--- src/rtl/set_job_scheduler_if.sv ---
// Job request, engine and response signal bundle for the SET job scheduler.
// slave = scheduler side, master = requesters/engine/consumer side.
interface set_job_scheduler_if;
  logic        req0_valid;
  logic        req0_ready;
  logic [23:0] req0_central;
  logic [11:0] req0_radius;
  logic [1:0]  req0_mode;
  logic        req1_valid;
  logic        req1_ready;
  logic [23:0] req1_central;
  logic [11:0] req1_radius;
  logic [1:0]  req1_mode;
  logic        eng_en;
  logic [23:0] eng_central;
  logic [11:0] eng_radius;
  logic [1:0]  eng_mode;
  logic        eng_busy;
  logic        eng_valid;
  logic [7:0]  eng_candidate;
  logic        rsp_valid;
  logic        rsp_ready;
  logic        rsp_id;
  logic [7:0]  rsp_candidate;
  logic        rsp_err;

  modport slave (
    input  req0_valid, req0_central, req0_radius, req0_mode,
    input  req1_valid, req1_central, req1_radius, req1_mode,
    input  eng_busy, eng_valid, eng_candidate, rsp_ready,
    output req0_ready, req1_ready,
    output eng_en, eng_central, eng_radius, eng_mode,
    output rsp_valid, rsp_id, rsp_candidate, rsp_err
  );

  modport master (
    output req0_valid, req0_central, req0_radius, req0_mode,
    output req1_valid, req1_central, req1_radius, req1_mode,
    output eng_busy, eng_valid, eng_candidate, rsp_ready,
    input  req0_ready, req1_ready,
    input  eng_en, eng_central, eng_radius, eng_mode,
    input  rsp_valid, rsp_id, rsp_candidate, rsp_err
  );
endinterface

--- src/rtl/set_job_scheduler.sv ---
// Two-port round-robin front end for the SET point-counting engine:
// accepts one job at a time, issues it with a one-cycle enable, waits for the
// engine result (or a watchdog timeout) and returns it over a held response.
module set_job_scheduler #(
  parameter int unsigned TIMEOUT_CYC = 80
) (
  input logic                  clk,
  input logic                  rst,
  set_job_scheduler_if.slave   bus
);

  typedef enum logic [1:0] {IDLE, ISSUE, RUN, RESP} state_t;

  localparam logic [7:0] WD_LAST = 8'(TIMEOUT_CYC - 1);
  localparam logic [1:0] MODE_ILLEGAL = 2'd3;

  state_t      state_q, state_d;
  logic        last_q, last_d;        // port granted most recently
  logic [7:0]  wd_q, wd_d;            // RUN-state watchdog
  logic [23:0] central_q, central_d;
  logic [11:0] radius_q, radius_d;
  logic [1:0]  mode_q, mode_d;
  logic        id_q, id_d;
  logic [7:0]  cand_q, cand_d;
  logic        err_q, err_d;

  logic        grant_any;
  logic        winner;
  logic [23:0] win_central;
  logic [11:0] win_radius;
  logic [1:0]  win_mode;

  // Arbitration: the port not granted last wins a tie; ready only for the winner.
  // Readies are held low while reset is asserted so they match the reset state.
  always_comb begin
    winner      = (bus.req0_valid && bus.req1_valid) ? ~last_q : bus.req1_valid;
    grant_any   = !rst && (state_q == IDLE) && !bus.eng_busy &&
                  (bus.req0_valid || bus.req1_valid);
    win_central = winner ? bus.req1_central : bus.req0_central;
    win_radius  = winner ? bus.req1_radius  : bus.req0_radius;
    win_mode    = winner ? bus.req1_mode    : bus.req0_mode;
  end

  assign bus.req0_ready    = grant_any && !winner;
  assign bus.req1_ready    = grant_any &&  winner;
  assign bus.eng_en        = (state_q == ISSUE);
  assign bus.eng_central   = central_q;
  assign bus.eng_radius    = radius_q;
  assign bus.eng_mode      = mode_q;
  assign bus.rsp_valid     = (state_q == RESP);
  assign bus.rsp_id        = id_q;
  assign bus.rsp_candidate = cand_q;
  assign bus.rsp_err       = err_q;

  // Next-state logic: job latch, engine issue, watchdog and response capture.
  always_comb begin
    state_d   = state_q;
    last_d    = last_q;
    wd_d      = wd_q;
    central_d = central_q;
    radius_d  = radius_q;
    mode_d    = mode_q;
    id_d      = id_q;
    cand_d    = cand_q;
    err_d     = err_q;
    case (state_q)
      IDLE: begin
        if (grant_any) begin
          central_d = win_central;
          radius_d  = win_radius;
          mode_d    = win_mode;
          id_d      = winner;
          last_d    = winner;
          if (win_mode == MODE_ILLEGAL) begin
            // Illegal jobs never reach the engine; answer with an error at once.
            err_d   = 1'b1;
            cand_d  = 8'd0;
            state_d = RESP;
          end else begin
            state_d = ISSUE;
          end
        end
      end
      ISSUE: begin
        wd_d    = 8'd0;
        state_d = RUN;
      end
      RUN: begin
        // A result pulse wins over a simultaneous watchdog expiry.
        if (bus.eng_valid) begin
          cand_d  = bus.eng_candidate;
          err_d   = 1'b0;
          state_d = RESP;
        end else if (wd_q == WD_LAST) begin
          cand_d  = 8'd0;
          err_d   = 1'b1;
          state_d = RESP;
        end else begin
          wd_d = wd_q + 8'd1;
        end
      end
      RESP: begin
        if (bus.rsp_ready) state_d = IDLE;
      end
      default: state_d = IDLE;
    endcase
  end

  // State register; reset drops any job in flight and re-arms port 0 priority.
  always_ff @(posedge clk or posedge rst) begin
    if (rst) begin
      state_q   <= IDLE;
      last_q    <= 1'b1;
      wd_q      <= 8'd0;
      central_q <= 24'd0;
      radius_q  <= 12'd0;
      mode_q    <= 2'd0;
      id_q      <= 1'b0;
      cand_q    <= 8'd0;
      err_q     <= 1'b0;
    end else begin
      state_q   <= state_d;
      last_q    <= last_d;
      wd_q      <= wd_d;
      central_q <= central_d;
      radius_q  <= radius_d;
      mode_q    <= mode_d;
      id_q      <= id_d;
      cand_q    <= cand_d;
      err_q     <= err_d;
    end
  end

endmodule

--- src/flat_wrapper.sv ---
// flat-port wrapper written by rule: the top's interface ports become plain ports
module set_job_scheduler_flat 
#(
  parameter int unsigned TIMEOUT_CYC = 80
)
  (clk, rst, bus_req0_valid, bus_req0_central, bus_req0_radius, bus_req0_mode, bus_req1_valid, bus_req1_central, bus_req1_radius, bus_req1_mode, bus_eng_busy, bus_eng_valid, bus_eng_candidate, bus_rsp_ready, bus_req0_ready, bus_req1_ready, bus_eng_en, bus_eng_central, bus_eng_radius, bus_eng_mode, bus_rsp_valid, bus_rsp_id, bus_rsp_candidate, bus_rsp_err);
  set_job_scheduler_if bus_i ();
  input logic clk;
  input logic rst;
  input wire logic [$bits(bus_i.req0_valid)-1:0] bus_req0_valid;
  input wire logic [$bits(bus_i.req0_central)-1:0] bus_req0_central;
  input wire logic [$bits(bus_i.req0_radius)-1:0] bus_req0_radius;
  input wire logic [$bits(bus_i.req0_mode)-1:0] bus_req0_mode;
  input wire logic [$bits(bus_i.req1_valid)-1:0] bus_req1_valid;
  input wire logic [$bits(bus_i.req1_central)-1:0] bus_req1_central;
  input wire logic [$bits(bus_i.req1_radius)-1:0] bus_req1_radius;
  input wire logic [$bits(bus_i.req1_mode)-1:0] bus_req1_mode;
  input wire logic [$bits(bus_i.eng_busy)-1:0] bus_eng_busy;
  input wire logic [$bits(bus_i.eng_valid)-1:0] bus_eng_valid;
  input wire logic [$bits(bus_i.eng_candidate)-1:0] bus_eng_candidate;
  input wire logic [$bits(bus_i.rsp_ready)-1:0] bus_rsp_ready;
  output wire logic [$bits(bus_i.req0_ready)-1:0] bus_req0_ready;
  output wire logic [$bits(bus_i.req1_ready)-1:0] bus_req1_ready;
  output wire logic [$bits(bus_i.eng_en)-1:0] bus_eng_en;
  output wire logic [$bits(bus_i.eng_central)-1:0] bus_eng_central;
  output wire logic [$bits(bus_i.eng_radius)-1:0] bus_eng_radius;
  output wire logic [$bits(bus_i.eng_mode)-1:0] bus_eng_mode;
  output wire logic [$bits(bus_i.rsp_valid)-1:0] bus_rsp_valid;
  output wire logic [$bits(bus_i.rsp_id)-1:0] bus_rsp_id;
  output wire logic [$bits(bus_i.rsp_candidate)-1:0] bus_rsp_candidate;
  output wire logic [$bits(bus_i.rsp_err)-1:0] bus_rsp_err;
  assign bus_i.req0_valid = bus_req0_valid;
  assign bus_i.req0_central = bus_req0_central;
  assign bus_i.req0_radius = bus_req0_radius;
  assign bus_i.req0_mode = bus_req0_mode;
  assign bus_i.req1_valid = bus_req1_valid;
  assign bus_i.req1_central = bus_req1_central;
  assign bus_i.req1_radius = bus_req1_radius;
  assign bus_i.req1_mode = bus_req1_mode;
  assign bus_i.eng_busy = bus_eng_busy;
  assign bus_i.eng_valid = bus_eng_valid;
  assign bus_i.eng_candidate = bus_eng_candidate;
  assign bus_i.rsp_ready = bus_rsp_ready;
  assign bus_req0_ready = bus_i.req0_ready;
  assign bus_req1_ready = bus_i.req1_ready;
  assign bus_eng_en = bus_i.eng_en;
  assign bus_eng_central = bus_i.eng_central;
  assign bus_eng_radius = bus_i.eng_radius;
  assign bus_eng_mode = bus_i.eng_mode;
  assign bus_rsp_valid = bus_i.rsp_valid;
  assign bus_rsp_id = bus_i.rsp_id;
  assign bus_rsp_candidate = bus_i.rsp_candidate;
  assign bus_rsp_err = bus_i.rsp_err;
  set_job_scheduler #(.TIMEOUT_CYC(TIMEOUT_CYC)) u_core (.clk(clk), .rst(rst), .bus(bus_i));
endmodule
--- config.mk ---
export PLATFORM = sky130hd
export DESIGN_NAME = set_job_scheduler_flat
export DESIGN_NICKNAME = d
export VERILOG_FILES = /design/src/rtl/set_job_scheduler_if.sv /design/src/rtl/set_job_scheduler.sv /design/src/flat_wrapper.sv
export SDC_FILE = /design/constraint.sdc
export NUM_CORES = 1
export LEC_CHECK = 0
export ABC_AREA = 1
export CAP_MARGIN = 20
export CORE_ASPECT_RATIO = 1.2
export CORE_UTILIZATION = 55
export DETAILED_ROUTE_END_ITERATION = 8
export DONT_BUFFER_PORTS = 1
export PLACE_DENSITY = 0.7
export REMOVE_ABC_BUFFERS = 1
export SETUP_SLACK_MARGIN = 0.05
export SKIP_CTS_REPAIR_TIMING = 1
export SLEW_MARGIN = 40
export SYNTH_ARGS = -nofsm -noshare
export SYNTH_HDL_FRONTEND = slang
export SYNTH_SLANG_ARGS = --single-unit
--- constraint.sdc ---
create_clock -name clk -period 5.55 [get_ports clk]
set_clock_uncertainty 0.1 [all_clocks]
set_input_delay 0.555 -clock clk [delete_from_list [all_inputs] [get_ports clk]]
set_output_delay 0.555 -clock clk [all_outputs]
set_load 0.1 [all_outputs]
==> results of run 1 <==
## final timing paths
check,startpoint,to,depth (start not counted)
max,rst,bus_req0_ready,7
min,rst,u_core.bus.eng_central[9]$_DFFE_PP0P_,2
max reg2reg,u_core.state_q[0]$_DFFE_PP0P_,u_core.bus.eng_central[16]$_DFFE_PP0P_,9
min reg2reg,u_core.last_q$_DFFE_PP1P_,u_core.last_q$_DFFE_PP1P_,2
max in group asynchronous,rst,u_core.bus.rsp_candidate[4]$_DFFE_PP0P_,2
min in group clk,bus_req0_radius[6],u_core.bus.eng_radius[6]$_DFFE_PP0P_,2
## area by class of cell
cell class	instances	area, um^2
Inverter	27	104
Fill cell	462	1840
Clock inverter	2	35.0
Tap cell	60	75.1
Sequential cell	59	1530
Multi-Input combinational cell	268	1210
Clock buffer	13	159
Timing Repair Buffer	4	58.8
## cells in the final DEF (no fill, tap or decap), drive strengths merged
cell,netlist,layout
a21oi,5,5
a31oi,2,2
buf,11,4
bufinv,0,1
clkbuf,1,13
clkinv,0,1
dfrtp,58,58
dfstp,1,1
ha,6,6
inv,27,27
nand2,159,159
nand3,58,58
nand4,3,3
nor2,27,27
o21ai,7,7
or2,1,1
## state kept, by name, summed over array words and instances, names as in the netlist
name,cells
u_core.bus.rsp_id,1
u_core.wd_q,8
u_core.last_q,1
u_core.bus.rsp_err,1
u_core.state_q,2
u_core.bus.eng_central,24
u_core.bus.eng_radius,12
u_core.bus.rsp_candidate,8
u_core.bus.eng_mode,2
## metal layers
layer  vias to the layer above  share of wire (%)  track usage [%]
met5                         -                  0                0
met4                         0                2.1             13.1
met3                        14                8.1             5.69
met2                       117                 48             36.3
met1                      1055                 41             26.7
li1                       1159                  -                -
## cell families after synthesis
| logic type | synth area share [%] |
|---|---|
| AOI/OAI and AO/OA | 2.51 |
| adders and majority gates | 2.59 |
| buffers and inverters | 7.39 |
| DFF | 51.0 |
| and+or+nand+nor | 36.5 |
## metrics by stage
stage	instances	hold WS (ns)	instance area, um^2	utilization (%)
floorplan	354	0.344	2780	-
global placement	415	0.369	2870	57.2
detailed placement	417	0.385	2930	58.4
CTS	432	0.239	3120	62.3
global route	433	0.246	3170	63.3
finish	433	0.210	3170	63.3
## worst reg2reg max path, delay by kind of cell (launching register included)
family,cells,cell delay [ns]
buffers and inverters,3,0.69
flip-flops,1,0.42
adder cells (fa/ha/maj),1,0.26
AND/OR/NAND/NOR,5,0.91
==> run_results.csv, run 1 <==
group,metric,value,unit
clock_network,htreeDepth,3,
timing,layout_worst_path_cycle_share,58.2,%
clock_network,clk_transition_reported_paths,0.06,ns
grt,gr-total-overflow,0,
floorplan,rows,28,
synthesis,yosys_warnings,0,
setup_path,worst_ep_required_time,4.89,ns
cells_and_area,finalNetCount,466,
timing,final-setup-viol-count,0,
floorplan,die_width,68.2,um
synthesis,yosysMostFrequentCell,"sky130_fd_sc_hd__nand2_1",
timing,fin_crit,3.23,ns
route,post_route_wl,6320,um
route,route.detailed.vias_per_inst,5.42,
setup_path,crit_fanout,60,
synthesis,synth_enable_flop_cells,0,
min_path,min-delay-path-class,"in2async",
cells_and_area,drive_gt1_share,19.6,%
place,globalplace.congestion,0.826,
timing,pins_over_slew_limit,0,
timing,grt_setup_unrepaired,"false",
grt,antenna_violations_before_repair,0,
flow_run,drv.max_cap_violation_count,0,
setup_path,ff2ff_setup_slack,3.11,ns
run_status,run_status,"completed",
setup_path,number_of_buffers_and_inverters_on_the_critical_path,4,
floorplan,starting_density_of_the_core,57.8,%
timing,worst_slew_pin_slew,0.898,ns
synthesis,yosys.cell_types.count,20,
grt,grt_pass1_vias,2009,
cells_and_area,flow.area_growth_from_synthesis,9.55,%
synthesis,synth_ff_type,"sky130_fd_sc_hd__dfrtp_1",
timing,final.setup.worst_slack,2.32,ns
place,preCtsSetupSlack,2.14,ns
synthesis,synth_largest_type_area_fraction,50.1,%
setup_path,critical-path-max-stage-delay,0.56,ns
synthesis,yosysSeqAreaShare,51.0,%
route,route.detailed.wl_per_inst,14.6,um
route,detailroute.via_count,2345,
setup_path,crit_path_frequent_cell,"sky130_fd_sc_hd__inv_2",
synthesis,synth_commonest_cells,"sky130_fd_sc_hd__nand2_1, sky130_fd_sc_hd__dfrtp_1, sky130_fd_sc_hd__nand3_1",
grt,grt_first_pass_wirelength,9060,um
clock_network,cts.sink_count,59,
timing,setup_tns,0,ns
timing,timing.max_slew.rel_slack,40.1,%
timing,fmax,309,MHz
timing,final-hold-violation-count,0,
route,ant_nets,0,
floorplan,die_area,0.00556,mm^2
grt,all_layer_gr_usage,22.5,%
route,route.detailed.drc,0,
clock_network,cts_tree,"yes",
grt,grt_start_max_net_pins,61,
synthesis,synthesis.area,0.00290,mm^2
place,place.detailed.hpwl,4520,um
synthesis,synthesis.area_per_instance,7.91,um^2
route,detailedRoute.firstIterationViolations,144,
setup_path,timing_worst_setup_path_type,"in2out",
setup_path,path_cells,"inv_2, buf_4, nand3_1, nor2_4, inv_2, nor2_8, buf_12",
floorplan,chipHeight,81.5,um
setup_path,worst_ep_arrival_time,2.58,ns
synthesis,async_flop_share,100,%
clock_network,worstSkewPairLatency,0.32,ns
clock_network,clockRootBuffer,"sky130_fd_sc_hd__clkbuf_8",
synthesis,synth_top_cells_by_area,"sky130_fd_sc_hd__dfrtp_1, sky130_fd_sc_hd__nand2_1, sky130_fd_sc_hd__nand3_1, sky130_fd_sc_hd__inv_1, sky130_fd_sc_hd__nor2_1",
synthesis,synth_top_area_cell,"sky130_fd_sc_hd__dfrtp_1",
floorplan,core_area,0.00501,mm^2
setup_path,startpoint_type,"input pin",
route,drt-pass1-iter-count,4,
setup_path,timing.critical_path.slowest_stage_cell,"sky130_fd_sc_hd__buf_4",
synthesis,postSynthRegisterBits,59,
clock_network,cts.path.max_buffers,2,
place,placement.io_buffers,0,
cells_and_area,ant_diodes,0,
floorplan,num_io_pins,143,
setup_path,critical_path.top_delay_family,"buffers and inverters",
synthesis,synth_cells,366,
clock_network,cts_inserted_buffers,9,
setup_path,worstSetupEndpointType,"output pin",
Power of run 1 is left out: the tool's default activity adds up to more than one toggle a clock period on the data nets, which glitch-free logic cannot reach.
==> run 2: changes to the inputs <==
- clock period: 5.55 -> 3.3 ns (I/O delays scaled with it)
==> run_results.csv, run 2 (synthesis results as in run 1) <==
group,metric,value,unit
cells_and_area,design_area,0.00322,mm^2
cells_and_area,ant_diodes,0,
route,detailroute.via_count,2432,
floorplan,core_area,0.00501,mm^2
route,ant_nets,0,
place,placement.io_buffers,0,
cells_and_area,final_cell_mix,"sky130_fd_sc_hd__nand2_1, sky130_fd_sc_hd__nand3_1, sky130_fd_sc_hd__dfrtp_2, sky130_fd_sc_hd__inv_1, sky130_fd_sc_hd__nor2_1",
grt,grt_start_max_net_pins,60,
grt,grt_pass1_vias,2097,
route,detail_route.wirelength.met1,2540,um
cells_and_area,seqCellArea,0.00153,mm^2
timing,timing.max_slew.rel_slack,40.5,%
place,detailed_place.area,0.00295,mm^2
min_path,min-delay-path-class,"in2reg",
setup_path,worst_r2r_startpoint,"u_core.state_q[0]$_DFFE_PP0P_",
clock_network,cts.sink_count,59,
run_status,run_status,"completed",
clock_network,clockRootBuffer,"sky130_fd_sc_hd__clkbuf_8",
timing,fin_crit,2.72,ns
clock_network,htreeDepth,3,
timing,grt_setup_unrepaired,"false",
setup_path,crit_fanout,39,
route,post_route_wl,6360,um
setup_path,worst_ep_arrival_time,2.29,ns
route,route.detailed.vias_per_inst,5.55,
place,placedCellCount,421,
place,place.detailed.hpwl,4530,um
clock_network,clk_transition_reported_paths,0.07,ns
timing,pins_over_slew_limit,0,
cells_and_area,finalNetCount,470,
floorplan,chipHeight,81.5,um
route,drt-pass1-iter-count,4,
flow_run,drv.max_cap_violation_count,0,
clock_network,cts.path.max_buffers,2,
cells_and_area,layout.core_utilization,64.2,%
min_path,hp-start,"bus_req0_radius[9]",
cells_and_area,flow.area_growth_from_synthesis,11.1,%
route,routed-wl-met3,613,um
clock_network,cts_inserted_buffers,9,
setup_path,startpoint,"u_core.state_q[0]$_DFFE_PP0P_",
grt,all_layer_gr_usage,22.4,%
setup_path,timing_worst_setup_path_type,"reg2out",
cells_and_area,layout.filler_cells,449,
route,route.detailed.wl_per_inst,14.5,um
grt,gr-total-overflow,0,
route,route.top_layer_used,"met4",
place,globalplace.congestion,0.863,
cells_and_area,mostFrequentLayoutCell,"sky130_fd_sc_hd__nand2_1",
setup_path,startpoint_type,"register",
grt,antenna_violations_before_repair,0,
timing,worst_slew_pin_slew,0.893,ns
cells_and_area,largest_register_ffs,24,
timing,final-hold-violation-count,0,
floorplan,starting_density_of_the_core,57.8,%
cells_and_area,drive_gt1_share,20.6,%
cells_and_area,final_cell_count_no_fill,438,
timing,final-setup-viol-count,0,
cells_and_area,multi_input_comb_area,0.00121,mm^2
floorplan,rows,28,
timing,layout_worst_path_cycle_share,82.3,%
clock_network,worstSkewPairLatency,0.33,ns
floorplan,num_io_pins,143,
clock_network,cts_tree,"yes",
setup_path,worst_ep_required_time,2.87,ns
grt,grt_first_pass_wirelength,9100,um
timing,fmax,368,MHz
route,detailedRoute.firstIterationViolations,141,
route,route.detailed.drc,0,
setup_path,worstSetupEndpointType,"output pin",
floorplan,die_width,68.2,um
route,detailed_route_wirelength_on_metal2,3060,um
floorplan,die_area,0.00556,mm^2
## run 2: through the flow
step           TNS, ns  setup slack (ns)  hold WS (ns)
2_1_floorplan  -0.0921           -0.0809         0.344
3_3_place_gp         0             0.762         0.351
3_5_place_dp         0             0.670         0.358
4_1_cts              0             0.547       0.00785
5_1_grt              0             0.382        0.0126
6_report             0             0.583        0.0209
## run 2: critical path, stage by stage (launching register included)
cell	delay [ns]
sky130_fd_sc_hd__dfrtp_1	0.42
sky130_fd_sc_hd__inv_1	0.12
sky130_fd_sc_hd__ha_1	0.25
sky130_fd_sc_hd__nand3_1	0.14
sky130_fd_sc_hd__nor2_4	0.19
sky130_fd_sc_hd__inv_2	0.30
sky130_fd_sc_hd__nor2_8	0.53
## run 2: path summary, 6_finish.rpt
kind / cells after the start / end / slack [ns]
max: 6 / bus_req0_ready / 0.58
min: 2 / u_core.bus.eng_radius[9]$_DFFE_PP0P_ / 0.02
max reg2reg: 9 / u_core.bus.eng_central[4]$_DFFE_PP0P_ / 0.69
min reg2reg: 2 / u_core.last_q$_DFFE_PP1P_ / 0.38
max in group asynchronous: 2 / u_core.bus.rsp_candidate[3]$_DFFE_PP0P_ / 2.54
min in group asynchronous: 2 / u_core.state_q[0]$_DFFE_PP0P_ / 0.03
## run 2: metal layers
| layer | GRT usage, % | up-vias |
|---|---|---|
| met5 | 0 | - |
| met4 | 11.3 | 0 |
| met3 | 8.19 | 14 |
| met2 | 35.8 | 129 |
| met1 | 26.1 | 1118 |
| li1 | - | 1171 |
## run 2: area by class of cell
cell class / instances / area share, %
inverter: 27 / 3.15
clock buffer: 12 / 4.82
multi-input combinational: 268 / 37.5
clock inverter: 4 / 2.26
sequential: 59 / 47.6
tap: 60 / 2.33
timing repair buffer: 8 / 2.26
Power of run 2 is left out for the same reason.
==> run 3: changes to the inputs <==
- PLACE_DENSITY: 0.7 -> 0.73
- clock period: 3.3 -> 2.5 ns (I/O delays scaled with it)
==> run_results.csv, run 3 (synthesis results as in run 1) <==
group,metric,value,unit
clock_network,cts.path.max_buffers,2,
floorplan,num_io_pins,143,
setup_path,crit_fanout,37,
route,route.detailed.wl_per_inst,16.9,um
clock_network,cts.sink_count,59,
route,drt-pass1-iter-count,5,
floorplan,rows,28,
floorplan,core_area,0.00501,mm^2
timing,pins_over_slew_limit,0,
timing,hold_ws,-0.0650,ns
route,detailroute.via_count,2908,
clock_network,cts_inserted_buffers,9,
timing,fin_crit,2.29,ns
cells_and_area,mostFrequentLayoutCell,"sky130_fd_sc_hd__nand2_1",
timing,final.setup.worst_slack,0.214,ns
grt,gr-total-overflow,0,
timing,worst_slew_pin_slew,0.727,ns
setup_path,timing_worst_setup_path_type,"reg2out",
run_status,violations,"negative hold slack",
grt,grt_util_met3,8.19,%
cells_and_area,drive_gt1_share,17.8,%
grt,grt_first_pass_wirelength,10100,um
clock_network,worstSkewPairLatency,0.33,ns
cells_and_area,design_area,0.00412,mm^2
setup_path,ff2ff_setup_slack,0.43,ns
flow_run,drv.max_cap_violation_count,0,
timing,final-hold-violation-count,58,
timing,final-setup-viol-count,0,
timing,grt_setup_unrepaired,"false",
place,placement.io_buffers,0,
timing,timing.max_slew.rel_slack,51.5,%
grt,gr-usage-met2,43.1,%
setup_path,worst_ep_required_time,2.15,ns
clock_network,cts_tree,"yes",
cells_and_area,largest_register_ffs,24,
route,route.detailed.drc,0,
grt,antenna_violations_before_repair,0,
grt,global_route.usage.met1,26.5,%
setup_path,worstSetupEndpointType,"output pin",
place,detailed_place.area,0.00311,mm^2
cells_and_area,final_cell_mix,"sky130_fd_sc_hd__nand2_1, sky130_fd_sc_hd__dlygate4sd3_1, sky130_fd_sc_hd__nand3_1, sky130_fd_sc_hd__dfrtp_1, sky130_fd_sc_hd__dfrtp_2",
setup_path,startpoint_type,"register",
floorplan,die_width,68.2,um
min_path,min-delay-path-class,"in2async",
grt,grt_pass1_vias,2300,
floorplan,chipHeight,81.5,um
clock_network,htreeDepth,3,
clock_network,clockRootBuffer,"sky130_fd_sc_hd__clkbuf_8",
place,preCtsSetupSlack,0.477,ns
route,route.detailed.vias_per_inst,5.46,
floorplan,die_area,0.00556,mm^2
timing,layout_worst_path_cycle_share,91.4,%
floorplan,starting_density_of_the_core,57.8,%
grt,all_layer_gr_usage,24.6,%
place,place.detailed.hpwl,4710,um
cells_and_area,finalNetCount,563,
run_status,run_status,"finished with violations",
place,globalplace.congestion,0.805,
clock_network,clk_transition_reported_paths,0.06,ns
route,post_route_wl,9020,um
timing,fmax,438,MHz
route,detailedRoute.firstIterationViolations,269,
setup_path,worst_ep_arrival_time,1.94,ns
timing,setup_tns,0,ns
grt,grt_start_max_net_pins,60,
cells_and_area,flow.area_growth_from_synthesis,42.3,%
route,ant_nets,0,
grt,globalRoute.busiestLayer,"met2",
[run 3: routing by layer]
metal  vias to the layer above  routed length, um
li1                       1362                  -
met3                        41                831
met2                       182               4640
met4                         0                282
met5                         -                  0
met1                      1323               3270
[run 3: critical path, stage by stage, from the launching register on]
cell and delay, ns:
sky130_fd_sc_hd__dfrtp_1 0.42, sky130_fd_sc_hd__inv_1 0.13, sky130_fd_sc_hd__ha_1 0.24, sky130_fd_sc_hd__nand3_1 0.15
sky130_fd_sc_hd__nor2_4 0.19, sky130_fd_sc_hd__nand2_2 0.10, sky130_fd_sc_hd__inv_2 0.08, sky130_fd_sc_hd__buf_12 0.26
[run 3: cell type report]
type / instances / area (um^2)
flip-flops and latches: 59 / 1510
clock buffers: 11 / 151
clock inverters: 5 / 75.1
repair buffers: 101 / 997
diodes: 2 / 5.00
inverters: 27 / 101
multi-input cells: 268 / 1200
well taps: 60 / 75.1
fillers: 285 / 887
[run 3: worst paths after layout]
check / start / endpoint / cells after the start
max: u_core.state_q[0]$_DFFE_PP0P_ / bus_req1_ready / 7
min in group clk: bus_req0_mode[1] / u_core.bus.eng_mode[1]$_DFFE_PP0P_ / 2
min: rst / u_core.bus.eng_central[15]$_DFFE_PP0P_ / 2
min reg2reg: u_core.last_q$_DFFE_PP1P_ / u_core.last_q$_DFFE_PP1P_ / 2
max in group asynchronous: rst / u_core.bus.rsp_candidate[1]$_DFFE_PP0P_ / 2
max reg2reg: u_core.state_q[0]$_DFFE_PP0P_ / u_core.bus.eng_central[5]$_DFFE_PP0P_ / 10
[run 3: metrics by stage]
stage,std cells,util [%]
after detailed placement,441,62.0
after global routing,531,82.2
after floorplan,354,-
final,533,82.3
after CTS,457,66.5
after global placement,439,61.3
Power of run 3 is left out for the same reason.
